$ cat src/rtl/cpu_pkg.sv
// Shared encodings for the CPU control path: opcodes, instruction field
// positions, data-source selects and sequencer states.
package cpu_pkg;

  localparam logic [2:0] OP_NOP  = 3'b000;
  localparam logic [2:0] OP_LDI  = 3'b001;
  localparam logic [2:0] OP_ALU  = 3'b010;
  localparam logic [2:0] OP_PUSH = 3'b011;
  localparam logic [2:0] OP_POP  = 3'b100;
  localparam logic [2:0] OP_JMP  = 3'b101;
  localparam logic [2:0] OP_JC   = 3'b110;
  localparam logic [2:0] OP_HALT = 3'b111;

  localparam int OP_HI      = 15;
  localparam int OP_LO      = 13;
  localparam int ALU_HI     = 12;
  localparam int ALU_LO     = 8;
  localparam int RD_BIT     = 8;
  localparam int ALU_RD_BIT = 7;
  localparam int IMM_HI     = 7;
  localparam int IMM_LO     = 0;

  // Source of the register write data
  localparam logic [1:0] SRC_IMM   = 2'd0;
  localparam logic [1:0] SRC_ALU   = 2'd1;
  localparam logic [1:0] SRC_STACK = 2'd2;

  typedef enum logic [2:0] {
    S_FETCH,
    S_DECODE,
    S_EXEC,
    S_HALT,
    S_FAULT
  } state_t;

endpackage

$ cat src/rtl/control_decoder.sv
// Combinational instruction decoder: turns the IR plus carry/stack status into
// the strobe set, write-data source, jump decision and fault/halt requests.
module control_decoder
  import cpu_pkg::*;
(
  input  logic [15:0] ir,
  input  logic        carry,
  input  logic        stack_full,
  input  logic        stack_empty,
  output logic        reg_we,
  output logic        stack_push,
  output logic        stack_pop,
  output logic        drive_alu_sel,
  output logic        drive_reg_sel,
  output logic        reg_sel,
  output logic        latch_carry,
  output logic [1:0]  din_src,
  output logic [4:0]  alu_code,
  output logic [7:0]  imm,
  output logic        jump_taken,
  output logic        halt,
  output logic        fault
);

  logic [2:0] op;

  assign op       = ir[OP_HI:OP_LO];
  assign alu_code = ir[ALU_HI:ALU_LO];
  assign imm      = ir[IMM_HI:IMM_LO];

  // A faulting PUSH/POP drives nothing, not even the selects
  always_comb begin
    reg_we        = 1'b0;
    stack_push    = 1'b0;
    stack_pop     = 1'b0;
    drive_alu_sel = 1'b0;
    drive_reg_sel = 1'b0;
    reg_sel       = 1'b0;
    latch_carry   = 1'b0;
    din_src       = SRC_IMM;
    jump_taken    = 1'b0;
    halt          = 1'b0;
    fault         = 1'b0;
    case (op)
      OP_NOP: ;
      OP_LDI: begin
        reg_we        = 1'b1;
        drive_reg_sel = 1'b1;
        reg_sel       = ir[RD_BIT];
        din_src       = SRC_IMM;
      end
      OP_ALU: begin
        reg_we        = 1'b1;
        drive_alu_sel = 1'b1;
        drive_reg_sel = 1'b1;
        reg_sel       = ir[ALU_RD_BIT];
        din_src       = SRC_ALU;
        latch_carry   = 1'b1;
      end
      OP_PUSH: begin
        if (stack_full) begin
          fault = 1'b1;
        end else begin
          stack_push    = 1'b1;
          drive_alu_sel = 1'b1;
        end
      end
      OP_POP: begin
        if (stack_empty) begin
          fault = 1'b1;
        end else begin
          reg_we        = 1'b1;
          stack_pop     = 1'b1;
          drive_reg_sel = 1'b1;
          reg_sel       = ir[RD_BIT];
          din_src       = SRC_STACK;
        end
      end
      OP_JMP:  jump_taken = 1'b1;
      OP_JC:   jump_taken = carry;
      OP_HALT: halt = 1'b1;
      default: ;
    endcase
  end

endmodule

$ cat src/rtl/control_unit.sv
// Instruction sequencer: FETCH/DECODE/EXEC loop over a synchronous program ROM,
// driving the datapath strobes for one cycle in EXEC.
module control_unit
  import cpu_pkg::*;
#(
  parameter int PC_W = 8
) (
  input  logic            clk,
  input  logic            rstn,
  output logic [PC_W-1:0] pc,
  input  logic [15:0]     instr,
  output logic [4:0]      alu_sel,
  output logic            reg_sel,
  output logic            reg_we,
  output logic [7:0]      reg_din,
  output logic            stack_push,
  output logic            stack_pop,
  output logic [7:0]      stack_din,
  input  logic [7:0]      alu_output,
  input  logic            alu_carry,
  input  logic            stack_full,
  input  logic            stack_empty,
  input  logic [7:0]      stack_dout,
  output logic            halted,
  output logic            fault
);

  state_t          state, state_nxt;
  logic [PC_W-1:0] pc_nxt;
  logic [15:0]     ir;
  logic            carry_flag;
  logic [4:0]      alu_sel_q;
  logic            reg_sel_q;

  logic            dec_reg_we, dec_stack_push, dec_stack_pop;
  logic            dec_drive_alu_sel, dec_drive_reg_sel, dec_reg_sel;
  logic            dec_latch_carry, dec_jump_taken, dec_halt, dec_fault;
  logic [1:0]      dec_din_src;
  logic [4:0]      dec_alu_code;
  logic [7:0]      dec_imm;

  control_decoder u_decoder (
    .ir            (ir),
    .carry         (carry_flag),
    .stack_full    (stack_full),
    .stack_empty   (stack_empty),
    .reg_we        (dec_reg_we),
    .stack_push    (dec_stack_push),
    .stack_pop     (dec_stack_pop),
    .drive_alu_sel (dec_drive_alu_sel),
    .drive_reg_sel (dec_drive_reg_sel),
    .reg_sel       (dec_reg_sel),
    .latch_carry   (dec_latch_carry),
    .din_src       (dec_din_src),
    .alu_code      (dec_alu_code),
    .imm           (dec_imm),
    .jump_taken    (dec_jump_taken),
    .halt          (dec_halt),
    .fault         (dec_fault)
  );

  always_ff @(posedge clk or negedge rstn) begin
    if (!rstn) begin
      state      <= S_FETCH;
      pc         <= '0;
      ir         <= '0;
      carry_flag <= 1'b0;
      alu_sel_q  <= '0;
      reg_sel_q  <= 1'b0;
    end else begin
      state     <= state_nxt;
      pc        <= pc_nxt;
      alu_sel_q <= alu_sel;
      reg_sel_q <= reg_sel;
      if (state == S_DECODE) ir <= instr;
      if (state == S_EXEC && dec_latch_carry) carry_flag <= alu_carry;
    end
  end

  // Strobes come straight from the state register so reset kills them at once
  always_comb begin
    state_nxt  = state;
    pc_nxt     = pc;
    alu_sel    = alu_sel_q;
    reg_sel    = reg_sel_q;
    reg_we     = 1'b0;
    reg_din    = '0;
    stack_push = 1'b0;
    stack_pop  = 1'b0;
    stack_din  = '0;
    case (state)
      S_FETCH:  state_nxt = S_DECODE;
      S_DECODE: state_nxt = S_EXEC;
      S_EXEC: begin
        reg_we     = dec_reg_we;
        stack_push = dec_stack_push;
        stack_pop  = dec_stack_pop;
        if (dec_drive_alu_sel) alu_sel = dec_alu_code;
        if (dec_drive_reg_sel) reg_sel = dec_reg_sel;
        if (dec_reg_we) begin
          case (dec_din_src)
            SRC_IMM:   reg_din = dec_imm;
            SRC_ALU:   reg_din = alu_output;
            SRC_STACK: reg_din = stack_dout;
            default:   reg_din = '0;
          endcase
        end
        if (dec_stack_push) stack_din = alu_output;
        if (dec_fault) begin
          state_nxt = S_FAULT;
        end else if (dec_halt) begin
          state_nxt = S_HALT;
        end else begin
          state_nxt = S_FETCH;
          pc_nxt    = dec_jump_taken ? PC_W'(dec_imm) : pc + PC_W'(1);
        end
      end
      default: ;
    endcase
  end

  assign halted = (state == S_HALT);
  assign fault  = (state == S_FAULT);

endmodule
$ cat config.mk
export PLATFORM = sky130hd
export DESIGN_NAME = control_unit
export DESIGN_NICKNAME = d
export VERILOG_FILES = /design/src/rtl/cpu_pkg.sv /design/src/rtl/control_decoder.sv /design/src/rtl/control_unit.sv
export SDC_FILE = /design/constraint.sdc
export NUM_CORES = 1
export LEC_CHECK = 0
export BUFFER_PORTS_ARGS = -buffer_cell sky130_fd_sc_hd__buf_2
export CAP_MARGIN = 30
export CORE_ASPECT_RATIO = 1.5
export CORE_UTILIZATION = 49
export CTS_CLUSTER_SIZE = 20
export DETAILED_ROUTE_END_ITERATION = 6
export GPL_TIMING_DRIVEN = 0
export PLACE_DENSITY = 0.83
export SLEW_MARGIN = 30
export SYNTH_ARGS = -nofsm -noshare
export SYNTH_HDL_FRONTEND = slang
export SYNTH_SLANG_ARGS = --single-unit
$ cat constraint.sdc
create_clock -name clk -period 1.7 [get_ports clk]
set_input_delay 0.085 -clock clk [delete_from_list [all_inputs] [get_ports clk]]
set_output_delay 0.085 -clock clk [all_outputs]
set_load 0.02 [all_outputs]
==> metrics.csv <==
metric;value;unit
antenna violations before repair;0;
Setup WS post-layout;-226;ps
DRC;0;
grt peak-use layer;met2;
Cell variety after synth;40;
vias;2004;
fillers;214;
Pwr Total;5.11;mW
xor/xnor share of the synthesized area;0.459;%
critical path, cell by cell;nor3b_4 -> buf_4 -> buf_6 -> o21ai_4 -> clkbuf_16 -> a21oi_2 -> buf_6;
CP dominant cell by count;buf_6;
Port Buffer Count;71;
GP Congestion;0.801;
number of flops mapped to enable cells by yosys;0;
CP max stage delay;440;ps
Post-Synth Adder-Cell Area;0.656;%
largest net degree at the start of global routing;35;
largest family of logic cells by synthesized area;simple AND/OR/NAND/NOR gates;
worst ir drop on vdd;1.36;mV
commonest non-fill, non-tap cell in the layout;buf_2;
WL/cell;18.9;µm
cell area after synthesis;1910;µm²
GRT Total Usage;27.7;%
#FFs+latches synth;34;
worst r2r src;state[2]$_DFFE_PN0P_;
count of clock tree sinks;34;
Worst Path Arrival;1840;ps
Synth Area per Inst;10.5;µm²
Final setup viols;25;
Reg clk slew, reported paths;70;ps
Yosys Warn Count;0;
CTS tree;yes;
fin cells;333;
Sequential Area;857;µm²
post-route ant nets;0;
first-pass detailed-route iteration total;4;
# rows;27;
met2 Resource Use GR;46.3;%
die width;52.9;µm
hold path start;instr[3];
P&R area growth vs syn;55.7;%
Crit-path slowest cell;dfrtp_2;
CTS max path bufs;2;
final core occ;80.6;%
asr flop ratio synth;100;%
simple-gate share of the synthesized area;19.7;%
Synth Flop Type;dfrtp_1;
WL final;6290;µm
Fmax;0.519;GHz
Worst Setup End Kind;primary output;
Multi-input gate area;1100;µm²
Num CTS Buffers;5;
RSZ-0062 raised after global routing;yes;
most frequent cells in the layout;buf_2 (47), buf_4 (31), dfrtp_1 (29);
Die Y;78.4;µm
Antenna diodes;0;
Least-Margin Pin Slew;766;ps
Post-Syn Nets;219;
I/O Pins;72;
Starting Density;51.8;%
met3 usage;7.17;%
grt ovf;0;
CP Max Fanout;4;
min Tclk post-route;1930;ps
failing checks;setup timing;
clock latency on the worst-skew pair;290;ps
share of cells above drive strength 1;60.3;%
Via density;6.02;
Max H-tree Level;2;
CP delay by family, top;buffers and inverters;
Max Cap Viol;0;
half-perimeter wire length after placement;3370;µm
number of buffers and inverters on the critical path;4;
Pleak;1.42;nW
Fin. Hold Viols;0;
post-synthesis mux area share;16.1;%
Hold Crit Class;in -> reg;
final std cell area, no fill;2970;µm²
worst relative slew slack;48.9;%
outcome;complete, but fails checks;
Clk Tree Root Cell;clkbuf_8;
core box area;3680;µm²
vias in the first global route;1871;
Tcrit/Tclk final;113;%
Power per Cell Area;1720;nW/µm²
first-pass GRT wire length;8380;µm
Starting DRT DRC Count;79;
nets;327;
Layout Skew;7.75;ps
Post-Place Setup Slack;-134;ps
Max Slew Vio Count;0;
sequential area share after synthesis;44.6;%
cell accounting for the most synthesized area;dfrtp_1;
Synth Area in Compound Gates;14.6;%
Worst setup SP type;flop;
die area;4150;µm²
Placed Instance Area;2320;µm²
post-synth top area share;44.6;%
met1 Use GR;30.3;%
CP Launch Point;state[2]$_DFFE_PN0P_;
Post-Synthesis Cells;181;
Crit path required time;1620;ps
Area contributors post-synth;dfrtp_1 (45%), mux2_2 (12%), nand2_1 (4.1%), a21oi_1 (3.9%), mux2i_1 (3.7%);
Post-Place Cells;295;
Setup CP Type;reg -> out;
==> logic make-up after synthesis <==
group                    Yosys count
multiplexers                      28
flip-flops                        34
buffers and inverters             15
adder cells (fa/ha/maj)            1
XOR/XNOR                           1
AO/OA/AOI/OAI                     41
AND/OR/NAND/NOR                   61
==> stage by stage <==
step	TNS (ps)	hold slack, ps
6_report	-3690	23.2
2_1_floorplan	0	-211
3_5_place_dp	-1770	204
5_1_grt	-5080	13.8
3_3_place_gp	-1330	193
4_1_cts	-2250	5.18
==> flip-flops by register name, indices dropped and copies added, names as in the netlist <==
| signal | count |
|---|---|
| alu_sel_q | 5 |
| carry_flag | 1 |
| ir | 16 |
| pc | 8 |
| reg_sel_q | 1 |
| state | 3 |
==> synth_stat cells, types with 5 or more instances <==
cell	number
nand3_1	7
and2_1	9
a22oi_1	8
inv_1	7
mux2i_1	7
dfrtp_1	34
a21oi_1	15
nor2_1	5
mux2_2	21
nand2_1	21
a2bb2oi_1	5
==> tightest hold or removal path: stages <==
cell,delay (ps)
buf_2,80
nand2_1,40
o21ai_0,70
==> routing by layer <==
layer  vias to the layer above  routed length, µm
li1                        873                  -
met1                       986               2230
met2                       111               3410
met3                        34                357
met4                         0                287
met5                         -                  0
==> timing repair <==
action / 4_1_cts / 5_1_grt
hold endpoints to repair: 34 / 0
setup endpoints to repair: 31 / 34
pin swaps: 16 / 25
resized for setup: 59 / 36
hold buffers: 1 / 0
setup buffers: 13 / 15
gates cloned: 1 / 2
==> power breakdown <==
part | leakage [nW] | switching (mW) | internal [mW]
combinational | 0.975 | 1.42 | 1.44
sequential | 0.400 | 0.403 | 1.23
clock | 0.0482 | 0.299 | 0.327
==> path summary, 6_finish.rpt <==
kind,end,slack [ps],cells after the start
max,reg_din[1],-230,7
min,ir[3]$_DFFE_PN0P_,20,3
max in group asynchronous,state[1]$_DFFE_PN0P_,750,2
min reg2reg,ir[10]$_DFFE_PN0P_,500,1
min in group asynchronous,ir[6]$_DFFE_PN0P_,400,2
max reg2reg,ir[7]$_DFFE_PN0P_,60,5
==> final cells by class <==
class	instances	share of cell area, %
buffer	7	2.19
tap	43	1.81
clock buffer	7	2.91
clock inverter	1	0.169
inverter	7	0.885
timing repair buffer	102	26.2
sequential	34	28.9
multi-input combinational	132	37.0
No activity file was read; power rests on OpenSTA's default activity.
